--- config.mk ---
export PLATFORM = sky130hd
export DESIGN_NAME = palette_lut
export DESIGN_NICKNAME = d
export VERILOG_FILES = /design/src/rtl/palette_lut.sv
export SDC_FILE = /design/constraint.sdc
export NUM_CORES = 1
export LEC_CHECK = 0
export ABC_AREA = 1
export BUFFER_PORTS_ARGS = -buffer_cell sky130_fd_sc_hd__buf_2
export CORE_MARGIN = 2
export CORE_UTILIZATION = 55
export DETAILED_ROUTE_END_ITERATION = 8
export PLACE_DENSITY = 0.78
export SLEW_MARGIN = 15
export SYNTH_ARGS = -nofsm -noshare
export SYNTH_HDL_FRONTEND = slang
export SYNTH_SLANG_ARGS = --single-unit
--- constraint.sdc ---
create_clock -name Clk -period 5.1 [get_ports Clk]
set_input_delay 0.255 -clock Clk [delete_from_list [all_inputs] [get_ports Clk]]
set_output_delay 0.255 -clock Clk [all_outputs]
set_load 0.01 [all_outputs]
--- src/rtl/palette_lut.sv ---
// palette_lut: runtime-writable multi-channel colour palette with transparency key and brightness fade
module palette_lut #(
    parameter int INDEX_W   = 4,
    parameter int NUM_CH    = 2,
    parameter int COLOR_W   = 4,
    parameter int KEY_INDEX = 5
) (
    input  logic                         Clk,
    input  logic                         Reset,
    input  logic                         wr_en,
    input  logic [INDEX_W-1:0]           wr_index,
    input  logic [3*COLOR_W-1:0]         wr_rgb,
    input  logic [NUM_CH-1:0]            rd_req,
    input  logic [NUM_CH*INDEX_W-1:0]    rd_index,
    output logic [NUM_CH*COLOR_W-1:0]    red,
    output logic [NUM_CH*COLOR_W-1:0]    green,
    output logic [NUM_CH*COLOR_W-1:0]    blue,
    output logic [NUM_CH-1:0]            transparent,
    output logic [NUM_CH-1:0]            out_valid,
    input  logic                         step_tick,
    input  logic                         fade_start,
    input  logic                         fade_dir,
    output logic                         fade_busy,
    output logic [COLOR_W-1:0]           fade_level
);
    localparam int DEPTH = 2**INDEX_W;
    localparam int RGB_W = 3*COLOR_W;
    localparam int MUL_W = 2*COLOR_W+1;
    localparam logic [COLOR_W-1:0] LVL_MAX = '1;
    typedef enum logic [1:0] {IDLE, FADE_OUT, FADE_IN} state_t;
    logic [RGB_W-1:0] mem_q [DEPTH];
    logic [RGB_W-1:0] lut_rgb [NUM_CH];
    logic [NUM_CH*COLOR_W-1:0] red_q, green_q, blue_q;
    logic [NUM_CH-1:0] key_q, valid_q;
    state_t state_q, state_d;
    logic [COLOR_W-1:0] level_q, level_d;
    logic busy_q;

    function automatic logic [COLOR_W-1:0] fade(input logic [COLOR_W-1:0] comp, input logic [COLOR_W-1:0] lvl);
        logic [MUL_W-1:0] p;
        p = MUL_W'(comp) * (MUL_W'(lvl) + MUL_W'(1));
        return COLOR_W'(p >> COLOR_W);
    endfunction

    // palette storage: grey ramp on reset, one entry written per cycle
    always_ff @(posedge Clk) begin
        if (Reset) begin
            for (int i = 0; i < DEPTH; i++) mem_q[i] <= {3{COLOR_W'(i)}};
        end else if (wr_en) begin
            mem_q[wr_index] <= wr_rgb;
        end
    end

    // lookup per channel with write-first bypass so a same-cycle write is seen
    always_comb begin
        for (int c = 0; c < NUM_CH; c++) begin
            lut_rgb[c] = (wr_en && wr_index == rd_index[c*INDEX_W +: INDEX_W]) ? wr_rgb
                         : mem_q[rd_index[c*INDEX_W +: INDEX_W]];
        end
    end

    // registered faded colour and key flag; idle channels hold their last colour
    always_ff @(posedge Clk) begin
        if (Reset) begin
            red_q   <= '0;
            green_q <= '0;
            blue_q  <= '0;
            key_q   <= '0;
            valid_q <= '0;
        end else begin
            valid_q <= rd_req;
            for (int c = 0; c < NUM_CH; c++) begin
                if (rd_req[c]) begin
                    red_q[c*COLOR_W +: COLOR_W]   <= fade(lut_rgb[c][RGB_W-1 -: COLOR_W], level_q);
                    green_q[c*COLOR_W +: COLOR_W] <= fade(lut_rgb[c][2*COLOR_W-1 -: COLOR_W], level_q);
                    blue_q[c*COLOR_W +: COLOR_W]  <= fade(lut_rgb[c][COLOR_W-1:0], level_q);
                    key_q[c] <= rd_index[c*INDEX_W +: INDEX_W] == INDEX_W'(KEY_INDEX);
                end
            end
        end
    end

    // fade engine: one level step per tick, back to idle once the target level is reached
    always_comb begin
        state_d = state_q;
        level_d = level_q;
        unique case (state_q)
            IDLE:     if (fade_start) state_d = fade_dir ? FADE_IN : FADE_OUT;
            FADE_OUT: begin
                if (level_q == '0) state_d = IDLE;
                else if (step_tick) begin
                    level_d = level_q - 1'b1;
                    state_d = (level_q == COLOR_W'(1)) ? IDLE : FADE_OUT;
                end
            end
            FADE_IN: begin
                if (level_q == LVL_MAX) state_d = IDLE;
                else if (step_tick) begin
                    level_d = level_q + 1'b1;
                    state_d = (level_q == LVL_MAX - 1'b1) ? IDLE : FADE_IN;
                end
            end
            default:  state_d = IDLE;
        endcase
    end

    // fade state, level and busy flag registers
    always_ff @(posedge Clk) begin
        if (Reset) begin
            state_q <= IDLE;
            level_q <= LVL_MAX;
            busy_q  <= 1'b0;
        end else begin
            state_q <= state_d;
            level_q <= level_d;
            busy_q  <= state_d != IDLE;
        end
    end

    assign red         = red_q;
    assign green       = green_q;
    assign blue        = blue_q;
    assign transparent = key_q;
    assign out_valid   = valid_q;
    assign fade_busy   = busy_q;
    assign fade_level  = level_q;
endmodule

==> out/metrics.cfg, run 1 <==
[outcome]
status=finished, final reports clean

[synthesis]
ys.flop_type=edfxtp_1
synth_area_per_cell_um2=7.59
synth-seq-area-share_pct=41.5
yosysWarnings=0
synthesis.area_um2=15600
syn-num-nets=2175
netlist_instances=2054
synthArstFlopShare_pct=0
ys_types=40
synth_seq_cells=227
synth_edf_count=192

[power]
ir_worst_vdd_uv=262
seq_power_share_pct=38.7
switching_share_pct=32.2
p_switching_mw=1.82
clockPowerShare_pct=36.7
pwr-share-comb_pct=24.6
power.internal_mw=3.85
power_density_nw_per_um2=332
p_leak_nw=7.85

[cts]
root_buffer=clkbuf_16
clk_latency_ns=0.54
cts_buffer_depth=3
post_cts_buffers=0
numCtsBuffers=26
cts_tree=built
htree_num_levels=1
clock_sinks=227
hold_buffers=0
cts_resized=0
clk_pin_slew_ns=0.06

[timing]
fin_setup_tns_ns=0
fin_crit_sh_pct=88.8
drv_slew=0
setup-violations-final=0
fmaxAchievable_ghz=0.221
hold_viol=0
min_period_ns=4.53
max_slew_margin_pct=37.8
skew_ns=0.0109
tightestPinTransition_ns=0.930
fin_hold_ws_ns=0.0858
rsz0062_at_grt=no

[layout]
stdcell_count=2468
n_fill_cell=2499
fin_area_um2=17100
area_growth_pct=9.56
diodes=0
drive_gt1_share_pct=8.61
nNetsFinal=2192

[place]
dpl.cell_count=2421
gp_congestion=0.968
dp.final_hpwl_um=34900
placed_area_um2=16100
port_buffers=64

[grt]
antenna_found_initial=0
grt_pass1_vias=13630
overflow=0
grt_first_pass_wirelength_um=75500
global_route.usage.total_pct=33.5
grt_max_degree=128

[critical_path]
crit_buf_inv=4
endpoint_kind=flip-flop
r2r_setup_slack_ns=0.57
cp.arrival_ns=4.97
cp.required_ns=5.54
r2r_start=fade_level[0]
worst_setup_path_startpoint=fade_level[0]
cp-start-kind=flip-flop
critPathKind=reg -> reg
slowest_delay_ns=0.82
path_max_fanout=18
reg2reg_to=green[7]
reg2reg_depth=16
cp_common_cell=nand2_1
crit_family=adder cells
crit_slowest_cell=dfxtp_1
cp_cell_sequence=clkinv_1 -> ha_1 -> clkinv_1 -> or2_2 -> fa_1 -> fa_1 -> inv_1 -> ha_1 -> a21oi_1 -> nor3_1 -> a211oi_1 -> nand2_1 -> nand2_1 -> nand2_1 -> o21ai_1 -> inv_1

[min_path]
min-delay-start=fade_start
hold_end=state_q[0]
min_path_cells=4
hold_class=in -> reg

[drt]
dr.pass1.iters=6
met1_length_um=19900
drcViolationCount=0
met3_wirelength_um=5600
vias=14471
dr_wl_met2_um=21800
top_layer=met4
via_per_inst=5.86
final_antenna_net_count=0
routed_wl_um=49500
drt_iter0_drc=2124
wl_per_cell_um=20.0

[die]
die_h_um=172
row_count=61
die-area_um2=29700
core-area_um2=27900
ioPinCount=65
initial_utilization_pct=55.9
die_width_um=172

[job]
drv_cap=0

==> registers in the layout, summed over array words and instances, names as in the netlist <==
signal,flops
transparent,2
blue,8
green,8
state_q,2
red,8
mem_q,192
out_valid,2
fade_busy,1
fade_level,4
==> cells by family after synthesis <==
kind of cell	Yosys count	synth area share [%]
AOI/OAI and AO/OA	268	9.52
xor gates and xnor gates	15	0.843
and+or+nand+nor	1044	28.6
buffers and inverters	411	11.0
DFF	227	41.5
adders and majority gates	89	8.59
==> synth_stat cells, drive strengths merged (4+ instances only) <==
master | n | area, um2
buf | 61 | 392
nor2 | 248 | 951
xor2 | 13 | 114
clkbuf | 48 | 180
nand4 | 5 | 31.3
a21oi | 87 | 439
dfxtp | 35 | 701
nand2 | 470 | 1770
nor3 | 13 | 87.6
or2 | 4 | 25.0
clkinv | 17 | 63.8
nand3 | 298 | 1530
o211ai | 38 | 285
o21ai | 119 | 596
inv | 285 | 1070
edfxtp | 192 | 5770
fa | 30 | 601
ha | 59 | 738
a211oi | 7 | 52.6
a31oi | 12 | 75.1
==> cells in the final DEF (no fill, tap or decap), drive strengths merged, types with 27 or more instances in the layout <==
cell type,n
dfxtp,35
clkinv,28
edfxtp,192
o211ai,38
clkbuf,27
nand2,470
a21oi,87
inv,286
fa,30
nand3,298
ha,59
nor2,248
o21ai,119
buf,98
==> metal layers <==
metal  GRT usage (%)  up-vias
met5               0        -
met4            14.2        0
met3            5.86      137
met2            51.5      881
met1            47.0     6720
li1                -     6733
==> worst reg2reg max path: cells and delay by family, from the launching register on <==
kind,cells,cell delay [ns]
AO/OA/AOI/OAI,3,0.61
flip-flops,1,0.82
buffers and inverters,4,0.61
adder cells (fa/ha/maj),4,1.65
AND/OR/NAND/NOR,5,0.73
==> area by class of cell <==
type	instances	area [um2]	area share, %
repair buffers	98	643	3.77
multi-input cells	1416	7410	43.4
clock buffers	27	676	3.96
clock inverters	20	269	1.58
flip-flops and latches	227	6470	37.9
inverters	302	1140	6.66
well taps	378	473	2.77
==> power by group through the flow <==
| stage | Combinational (mW) | Clock (mW) | Sequential [mW] |
|---|---|---|---|
| final | 1.40 | 2.08 | 2.19 |
| after global routing | 1.56 | 2.15 | 2.21 |
| after CTS | 1.37 | 2.09 | 2.19 |
| after detailed placement | 1.36 | 0 | 2.23 |
| after global placement | 1.31 | 0 | 2.23 |
| after floorplan | 0.948 | 0 | 2.23 |
==> worst max path at each step <==
stage,endpoint,slack [ns],depth (start not counted)
after CTS,green[7],0.64,16
after floorplan,green[7],0.66,18
final,green[7],0.57,16
after global placement,blue[3],0.74,20
after detailed placement,blue[3],0.66,20
after global routing,green[7],0.18,16
==> stage by stage <==
stage / util (%) / worst slack [ns] / power [mW]
finish: 61.3 / 0.570 / 5.67
global route: 61.3 / 0.179 / 5.91
CTS: 61.3 / 0.645 / 5.65
detailed placement: 57.9 / 0.664 / 3.59
global placement: 57.9 / 0.739 / 3.54
floorplan: - / 0.656 / 3.18
Note: power is estimated with default switching activity, not from simulation.
==> run 2, diff against run 1 <==
Settings changed: RECOVER_POWER set to 50.
==> out/metrics.cfg, run 2 (synthesized netlist as in run 1, its figures left out) <==
[timing]
fin_setup_tns_ns=0  ; unchanged
fmaxAchievable_ghz=0.218  ; -1.2%
rsz0062_at_grt=no
setup-violations-final=0  ; unchanged
hold_viol=0  ; unchanged
max_slew_margin_pct=-67.6  ; -110 points
fin_hold_ws_ns=0.0827  ; -0.00305 ns
fin_crit_sh_pct=89.9  ; +1.0 points
tightestPinTransition_ns=2.51  ; +1.58 ns
worst_slack_ns=0.517  ; -0.0532 ns
skew_ns=0.0129  ; +0.00194 ns
drv_slew=38  ; +38
min_period_ns=4.58  ; +0.0532 ns

[grt]
grt_max_degree=128  ; unchanged
overflow=0  ; unchanged
grt_first_pass_wirelength_um=75500  ; unchanged
global_route.usage.total_pct=33.5  ; unchanged
antenna_found_initial=0  ; unchanged
grt_pass1_vias=13630  ; unchanged

[die]
die-area_um2=29700  ; unchanged
initial_utilization_pct=55.9  ; unchanged
row_count=61  ; unchanged
die_h_um=172  ; unchanged
ioPinCount=65  ; unchanged
die_width_um=172  ; unchanged
core-area_um2=27900  ; unchanged

[drt]
routed_wl_um=49600  ; +0.24%
drt_iter0_drc=2079  ; -2.1%
final_antenna_net_count=0  ; unchanged
wl_per_cell_um=20.1  ; +0.24%
via_per_inst=5.87  ; about the same
drcViolationCount=0  ; unchanged
vias=14479  ; +0.055%
dr.pass1.iters=5  ; -1

[cts]
clk_latency_ns=0.54  ; about the same
root_buffer=clkbuf_16
cts_buffer_depth=3  ; unchanged
post_cts_buffers=0  ; unchanged
cts_tree=built
hold_buffers=0  ; unchanged
cts_resized=0  ; unchanged
clock_sinks=227  ; unchanged
clk_pin_slew_ns=0.06  ; about the same
numCtsBuffers=26  ; unchanged
htree_num_levels=1  ; unchanged

[layout]
nNetsFinal=2192  ; unchanged
regMostFlops=mem_q
stdcell_count=2468  ; unchanged
final_common_cell=nand2_1
area_growth_pct=9.18
largest_reg_flops=192  ; unchanged
diodes=0  ; unchanged
fin_util_pct=61.1  ; -0.21 points
n_fill_cell=2523  ; +0.96%
layout_common_cells=nand2_1 (466), nand3_1 (292), inv_1 (276)
drive_gt1_share_pct=6.75  ; -1.9 points
fin_area_um2=17000  ; -0.34%

[place]
dp_slack_ns=0.664  ; unchanged
dpl.cell_count=2421  ; unchanged
placed_area_um2=16100  ; unchanged
port_buffers=64  ; unchanged
gp_congestion=0.968  ; unchanged
dp.final_hpwl_um=34900  ; unchanged

[critical_path]
crit_slowest_cell=dfxtp_1
path_max_fanout=18  ; unchanged
endpoint_kind=flip-flop
cp.required_ns=5.54  ; about the same
cp.arrival_ns=5.03  ; +0.06 ns
cp_cell_sequence=clkinv_1 -> ha_1 -> clkinv_1 -> or2_2 -> fa_1 -> fa_1 -> inv_1 -> ha_1 -> a21oi_1 -> nor3_1 -> a211oi_1 -> nand2_1 -> nand2_1 -> nand2_1 -> o21ai_1 -> inv_1
critPathKind=reg -> reg
r2r_setup_slack_ns=0.52  ; -0.05 ns
crit_family=adder cells
crit_buf_inv=4  ; unchanged
slowest_delay_ns=0.83  ; about the same
cp-start-kind=flip-flop
cp_common_cell=nand2_1

[outcome]
violations=max-capacitance violations, max-slew violations
status=finished, violations left

[power]
seq_power_share_pct=38.7  ; about the same
power_density_nw_per_um2=333  ; +0.29%
ir_worst_vdd_uv=262  ; about the same
pwr-share-comb_pct=24.5  ; about the same
p_leak_nw=7.71  ; -1.7%
p_switching_mw=1.83  ; +0.31%
switching_share_pct=32.3  ; +0.12 points
clockPowerShare_pct=36.8  ; about the same
power_mw=5.67  ; about the same
power.internal_mw=3.84  ; -0.23%

[min_path]
hold_class=in -> reg

[job]
drv_cap=1  ; +1

==> run 2: final timing paths <==
check	startpoint	end	cells past startpoint
min	fade_start	state_q[0]	4
max	fade_level[0]	green[7]	16
min reg2reg	blue[0]	blue[0]	2
max reg2reg	fade_level[0]	green[7]	16
==> run 2: power groups by stage <==
stage	clock [mW]	combinational [mW]	sequential [mW]
finish	2.09	1.39	2.19
global route	2.15	1.55	2.21
CTS	2.09	1.37	2.19
detailed placement	0	1.36	2.23
global placement	0	1.31	2.23
floorplan	0	0.948	2.23
==> run 2: routing by layer <==
layer  up-vias  routed length (um)  track usage, %
li1       6731                   -               -
met1      6705               20300            47.0
met2       890               21800            51.5
met3       153                5310            5.86
met4         0                2200            14.2
met5         -                   0               0
==> run 2: cell type report <==
cell class,count,area (um2),share of cell area [%]
Inverter,302,1140,6.68
Timing Repair Buffer,98,584,3.44
Tap cell,378,473,2.78
Sequential cell,227,6470,38.0
Clock inverter,20,269,1.58
Clock buffer,27,676,3.97
Multi-Input combinational cell,1416,7410,43.5
==> run 2: worst min-delay path, delay by kind of cell <==
family / cells / cell delay [ns]
compound gates: 1 / 0.14
buf+inv: 2 / 0.13
simple gates: 1 / 0.07
